==> config.mk <==
export PLATFORM = sky130hd
export DESIGN_NAME = axi4_lite_master
export DESIGN_NICKNAME = d
export VERILOG_FILES = /design/src/rtl/axi4_lite_master.sv
export SDC_FILE = /design/constraint.sdc
export NUM_CORES = 1
export LEC_CHECK = 0
export CAP_MARGIN = 20
export CELL_PAD_IN_SITES_DETAIL_PLACEMENT = 1
export CELL_PAD_IN_SITES_GLOBAL_PLACEMENT = 2
export CORE_ASPECT_RATIO = 0.5
export CORE_MARGIN = 2
export CORE_UTILIZATION = 21
export CTS_CLUSTER_DIAMETER = 100
export CTS_CLUSTER_SIZE = 14
export DETAILED_ROUTE_END_ITERATION = 10
export GPL_ROUTABILITY_DRIVEN = 0
export PLACE_DENSITY_LB_ADDON = 0.1
export RECOVER_POWER = 100
export SETUP_SLACK_MARGIN = 0.3
export SYNTH_ARGS = -nofsm -noshare
export SYNTH_HDL_FRONTEND = slang
export SYNTH_SLANG_ARGS = --single-unit
==> constraint.sdc <==
create_clock -name iCLK -period 1.7 [get_ports iCLK]
set_clock_uncertainty 0.2 [all_clocks]
set_input_delay 0.51 -clock iCLK [delete_from_list [all_inputs] [get_ports iCLK]]
set_output_delay 0.51 -clock iCLK [all_outputs]
set_load 0.02 [all_outputs]
==> src/rtl/axi4_lite_master.sv <==
// AXI4-Lite initiator: turns one local read/write command into a single AXI4-Lite transaction and returns its response.
// Latency: valids rise 1 cycle after iSTART; oDONE pulses in the first IDLE cycle after the response handshake.
// Backpressure: one transaction outstanding, iSTART ignored while busy; a watchdog aborts a slave that stalls any channel.
module axi4_lite_master #(
    parameter int TIMEOUT_CYCLES = 256,
    parameter int CNT_W          = 16
) (
    input  logic        iCLK,
    input  logic        iRST,
    input  logic        iSTART,
    input  logic        iWRITE,
    input  logic [31:0] iADDR,
    input  logic [31:0] iWDATA,
    input  logic [3:0]  iWSTRB,
    input  logic [2:0]  iPROT,
    output logic        oBUSY,
    output logic        oDONE,
    output logic [31:0] oRDATA,
    output logic [1:0]  oRESP,
    output logic        oTIMEOUT,
    output logic        m_AWVALID,
    output logic [31:0] m_AWADDR,
    output logic [2:0]  m_AWPROT,
    input  logic        m_AWREADY,
    output logic        m_WVALID,
    output logic [31:0] m_WDATA,
    output logic [3:0]  m_WSTRB,
    input  logic        m_WREADY,
    input  logic        m_BVALID,
    input  logic [1:0]  m_BRESP,
    output logic        m_BREADY,
    output logic        m_ARVALID,
    output logic [31:0] m_ARADDR,
    output logic [2:0]  m_ARPROT,
    input  logic        m_ARREADY,
    input  logic        m_RVALID,
    input  logic [31:0] m_RDATA,
    input  logic [1:0]  m_RRESP,
    output logic        m_RREADY
);

    typedef enum logic [2:0] {IDLE, WR_REQ, WR_RESP, RD_REQ, RD_RESP} state_t;

    localparam logic [CNT_W-1:0] WD_LAST = CNT_W'((TIMEOUT_CYCLES > 0) ? TIMEOUT_CYCLES - 1 : 0);

    state_t           state;
    logic [CNT_W-1:0] wd_cnt;
    logic [31:0]      addr_q;
    logic [31:0]      wdata_q;
    logic [3:0]       strb_q;
    logic [2:0]       prot_q;
    logic             wd_expired;
    logic             finishing;
    logic             aw_done_now;
    logic             w_done_now;

    assign oBUSY     = (state != IDLE);
    assign m_AWADDR  = addr_q;
    assign m_ARADDR  = addr_q;
    assign m_AWPROT  = prot_q;
    assign m_ARPROT  = prot_q;
    assign m_WDATA   = wdata_q;
    assign m_WSTRB   = strb_q;

    // A channel counts as done once its valid has dropped or is handshaking this cycle.
    assign aw_done_now = !m_AWVALID || m_AWREADY;
    assign w_done_now  = !m_WVALID  || m_WREADY;

    // A response landing on the last allowed cycle completes normally instead of aborting.
    assign finishing  = ((state == WR_RESP) && m_BVALID) || ((state == RD_RESP) && m_RVALID);
    assign wd_expired = (TIMEOUT_CYCLES > 0) && (state != IDLE) && (wd_cnt == WD_LAST);

    always_ff @(posedge iCLK or negedge iRST) begin
        if (!iRST) begin
            state     <= IDLE;
            wd_cnt    <= '0;
            addr_q    <= '0;
            wdata_q   <= '0;
            strb_q    <= '0;
            prot_q    <= '0;
            oDONE     <= 1'b0;
            oRDATA    <= '0;
            oRESP     <= 2'b00;
            oTIMEOUT  <= 1'b0;
            m_AWVALID <= 1'b0;
            m_WVALID  <= 1'b0;
            m_BREADY  <= 1'b0;
            m_ARVALID <= 1'b0;
            m_RREADY  <= 1'b0;
        end else begin
            oDONE <= 1'b0;
            if (state != IDLE) begin
                wd_cnt <= wd_cnt + 1'b1;
            end
            if (wd_expired && !finishing) begin
                // Abort: drop every handshake signal even mid-VALID; the system treats this as fatal.
                state     <= IDLE;
                m_AWVALID <= 1'b0;
                m_WVALID  <= 1'b0;
                m_BREADY  <= 1'b0;
                m_ARVALID <= 1'b0;
                m_RREADY  <= 1'b0;
                oRESP     <= 2'b10;
                oTIMEOUT  <= 1'b1;
                oDONE     <= 1'b1;
            end else begin
                case (state)
                    IDLE: begin
                        if (iSTART) begin
                            addr_q   <= iADDR;
                            wdata_q  <= iWDATA;
                            strb_q   <= iWSTRB;
                            prot_q   <= iPROT;
                            oTIMEOUT <= 1'b0;
                            wd_cnt   <= '0;
                            if (iWRITE) begin
                                state     <= WR_REQ;
                                m_AWVALID <= 1'b1;
                                m_WVALID  <= 1'b1;
                            end else begin
                                state     <= RD_REQ;
                                m_ARVALID <= 1'b1;
                            end
                        end
                    end
                    WR_REQ: begin
                        if (m_AWVALID && m_AWREADY) begin
                            m_AWVALID <= 1'b0;
                        end
                        if (m_WVALID && m_WREADY) begin
                            m_WVALID <= 1'b0;
                        end
                        if (aw_done_now && w_done_now) begin
                            state    <= WR_RESP;
                            m_BREADY <= 1'b1;
                        end
                    end
                    WR_RESP: begin
                        if (m_BVALID) begin
                            oRESP    <= m_BRESP;
                            oDONE    <= 1'b1;
                            m_BREADY <= 1'b0;
                            state    <= IDLE;
                        end
                    end
                    RD_REQ: begin
                        if (m_ARREADY) begin
                            m_ARVALID <= 1'b0;
                            m_RREADY  <= 1'b1;
                            state     <= RD_RESP;
                        end
                    end
                    RD_RESP: begin
                        if (m_RVALID) begin
                            oRDATA   <= m_RDATA;
                            oRESP    <= m_RRESP;
                            oDONE    <= 1'b1;
                            m_RREADY <= 1'b0;
                            state    <= IDLE;
                        end
                    end
                    default: state <= IDLE;
                endcase
            end
        end
    end

endmodule

==> impl_metrics.csv <==
group,metric,value,unit
worst_setup_path,rrSetupSlack,-0.31,ns
worst_setup_path,crit_family,"flip-flops",
worst_setup_path,critPathMaxFanout,2,
layout,final_common_cell,"nand2_1",
sta,tightest_slew,0.601,ns
grt,grt_pass1_wl,32.1,mm
cts,numCtsBuffers,17,
worst_setup_path,crit_chain,"nor3_4, inv_2, buf_6",
worst_setup_path,worst-setup-path-type,"reg2out",
yosys,synthArstFlopShare,1.00,
sta,finalHoldViolations,0,
layout,final_util,0.419,
outcome,failed_checks,"negative setup slack",
cts,clock_sink_count,131,
floorplanning,dieArea,28200,um^2
power_and_ir_drop,power_frac_seq,0.263,
sta,tns,-25.27,ns
routing,via_count,5337,
worst_setup_path,cpPeakStageDelay,0.42,ns
min_path,min_path_type,"reg2reg",
floorplanning,die_x,236,um
min_path,holdCritStartpoint,"m_WDATA[10]$_DFFE_PN0P_",
yosys,syn_area,5630,um^2
power_and_ir_drop,total_power,21.6,mW
routing,wl_per_cell,17.1,um
floorplanning,rows,42,
power_and_ir_drop,power_density,1960,nW/um^2
cts,cts_tree,"yes",
power_and_ir_drop,clkPwrFrac,0.203,
routing,detail-route-antenna-nets,0,
worst_setup_path,arrival,1.33,ns
routing,drcViolationCount,0,
power_and_ir_drop,internal_power,13.6,mW
grt,antenna_found_initial,0,
yosys,synthCells,563,
worst_setup_path,cp-start-kind,"flop",
min_path,hold_depth,2,
worst_setup_path,path_buf_inv,2,
yosys,synth_ff_type,"dfrtp_1",
floorplanning,core_area,26400,um^2
sta,rsz0062_at_grt,"true",
cts,cts.path.max_buffers,2,
power_and_ir_drop,p_leak,5.36,nW
layout,drive_above_1_share,0.428,
outcome,status,"finished, violations left",
yosys,synth-seq-cells,131,
worst_setup_path,critical-path-slowest-cell,"dfrtp_1",
sta,post-route-period-util,1.20,
sta,period_needed,2.04,ns
layout,insertedDiodeCount,0,
layout,area_growth,96.4,%
sta,maxSlewHeadroom,0.600,
grt,grt.overflow.total,0,
sta,setup_violations,184,
placement,dpl_cell_area,8990,um^2
yosys,synth-edff-count,0,
floorplanning,io_pins,264,
grt,grt_usage,0.152,
yosys,synth.yosys.seq_area_share,0.582,
grt,first_global_vias,5398,
grt,grt_max_degree,31,
worst_setup_path,crit_required,0.99,ns
cts,cts_max_level,4,
power_and_ir_drop,p_comb_frac,0.534,
min_path,min_to,"m_WDATA[10]$_DFFE_PN0P_",
layout,final_cell_area,11100,um^2
routing,wirelength,22.1,mm
layout,layout_common_cells,"nand2_1 (229), buf_6 (166), dfrtp_1 (124)",
routing,drtIter0Drc,235,
yosys,ys_warn_count,0,
yosys,syn_avg_cell_area,10.0,um^2
flow_run,maxCapViolCount,0,
placement,port_buffers,263,
yosys,yosys.cell_types.count,49,
worst_setup_path,worstSetupEndpointType,"primary output",
floorplanning,initial_core_util,0.213,
power_and_ir_drop,p_sw,8.00,mW
sta,setup_slack,-0.345,ns
power_and_ir_drop,max-vdd-ir-drop,0.774,mV
layout,nets,1048,
worst_setup_path,ff2ff_path_depth,10,
cts,cts-root-buf,"clkbuf_16",
floorplanning,die_y,120,um
yosys,synth_nets,680,
cts,clk_pin_slew,0.06,ns
routing,viasPerCell,4.12,
worst_setup_path,timing.rr.end,"m_WDATA[0]$_DFFE_PN0P_",
sta,slew_violations,0,
sta,fmax,489,MHz
power_and_ir_drop,swShare,0.370,
cts,clock_latency,0.43,ns
placement,hpwl,15.1,mm
worst_setup_path,worst_r2r_startpoint,"state[2]$_DFFE_PN0P_",
routing,drt_pass1_iterations,4,
worst min-delay path, delay by kind of cell (launching register included):
family,cells,cell delay [ns]
simple gates,2,0.11
flops,1,0.36
Yosys cell counts, types with 2 or more instances:
library cell,instances,area share
mux2_2,28,0.056
nand2_1,232,0.15
and3_1,3,0.0033
a21oi_1,10,0.0089
nor3_1,7,0.0062
nor4_1,2,0.0022
and4_1,2,0.0031
nand3_1,5,0.0044
nand2b_1,2,0.0022
nor2b_1,4,0.0044
nand3b_1,2,0.0027
mux2i_1,6,0.011
clkbuf_1,11,0.0073
buf_6,4,0.0080
mux2_1,5,0.010
o21ai_0,10,0.0089
buf_2,9,0.0080
nand4_1,4,0.0044
a31oi_1,7,0.0078
xor2_1,2,0.0031
buf_4,36,0.048
inv_1,4,0.0027
dfrtp_1,131,0.58
nor2_1,10,0.0067
a22oi_1,3,0.0040
what timing repair did:
item | in CTS | in global routing
endpoints found under the hold margin | 54 | 0
setup buffers | 23 | 47
gates resized for setup | 832 | 134
cloned | 4 | 9
hold buffers | 1 | 0
endpoints found under the setup margin | 278 | 279
pin swaps | 3 | 18
state kept, by name, indices dropped and copies added, names as in the netlist:
register   cells
m_WDATA       32
m_RREADY       1
oRDATA        32
wd_cnt        16
m_ARADDR      32
oRESP          2
oDONE          1
m_WSTRB        4
m_AWVALID      1
m_ARPROT       3
m_ARVALID      1
oTIMEOUT       1
state          3
m_WVALID       1
m_BREADY       1
power by group through the flow:
stage          combinational [mW]  clock (mW)  sequential [mW]
2_1_floorplan                3.58           0             6.74
3_3_place_gp                 9.22           0             5.36
3_5_place_dp                 9.29           0             5.41
4_1_cts                      9.98        4.53             5.62
5_1_grt                      12.3        4.64             5.87
6_report                     11.6        4.39             5.70
layout make-up:
type                    instances  area, um^2
clock buffers                  18         429
clock inverters                14         258
fillers                      2895       15300
inverters                       4        15.0
multi-input cells             367        2240
flip-flops and latches        131        3290
well taps                     352         440
repair buffers                410        4380
worst max path at each step:
stage                         start                    to  slack, ns  cells after the start
6_report       state[2]$_DFFE_PN0P_                 oBUSY      -0.34                      3
5_1_grt        state[2]$_DFFE_PN0P_                 oBUSY      -0.41                      3
4_1_cts        state[0]$_DFFE_PN0P_                 oBUSY      -0.39                      3
3_5_place_dp               m_RVALID       oDONE$_DFF_PN0_      -0.53                      6
3_3_place_gp               m_BVALID  oRESP[1]$_DFFE_PN0P_      -0.51                      6
2_1_floorplan  wd_cnt[14]$_DFF_PN0_  state[0]$_DFFE_PN0P_      -0.03                      4
layer usage:
metal / track usage / share of wire / vias to the layer above
li1: - / - / 2547
met1: 0.190 / 0.44 / 2692
met2: 0.262 / 0.52 / 79
met3: 0.0313 / 0.025 / 19
met4: 0.0565 / 0.014 / 0
met5: 0 / 0 / -
kinds of logic after synthesis:
logic type / after synthesis / share of synthesized area
AOI/OAI and AO/OA: 44 / 0.0511
xor gates and xnor gates: 3 / 0.00467
adders and majority gates: 1 / 0.00222
buffers and inverters: 65 / 0.0747
DFF: 131 / 0.582
muxes: 39 / 0.0767
and+or+nand+nor: 280 / 0.208
metrics by stage:
stage          worst slack (ns)  hold slack [ns]  instances
2_1_floorplan           -0.0310           0.0144        563
3_3_place_gp             -0.511            0.192       1180
3_5_place_dp             -0.530            0.193       1180
4_1_cts                  -0.395            0.283       1240
5_1_grt                  -0.406            0.328       1296
6_report                 -0.345            0.297       1296
Note: power is estimated with default switching activity, not from simulation.
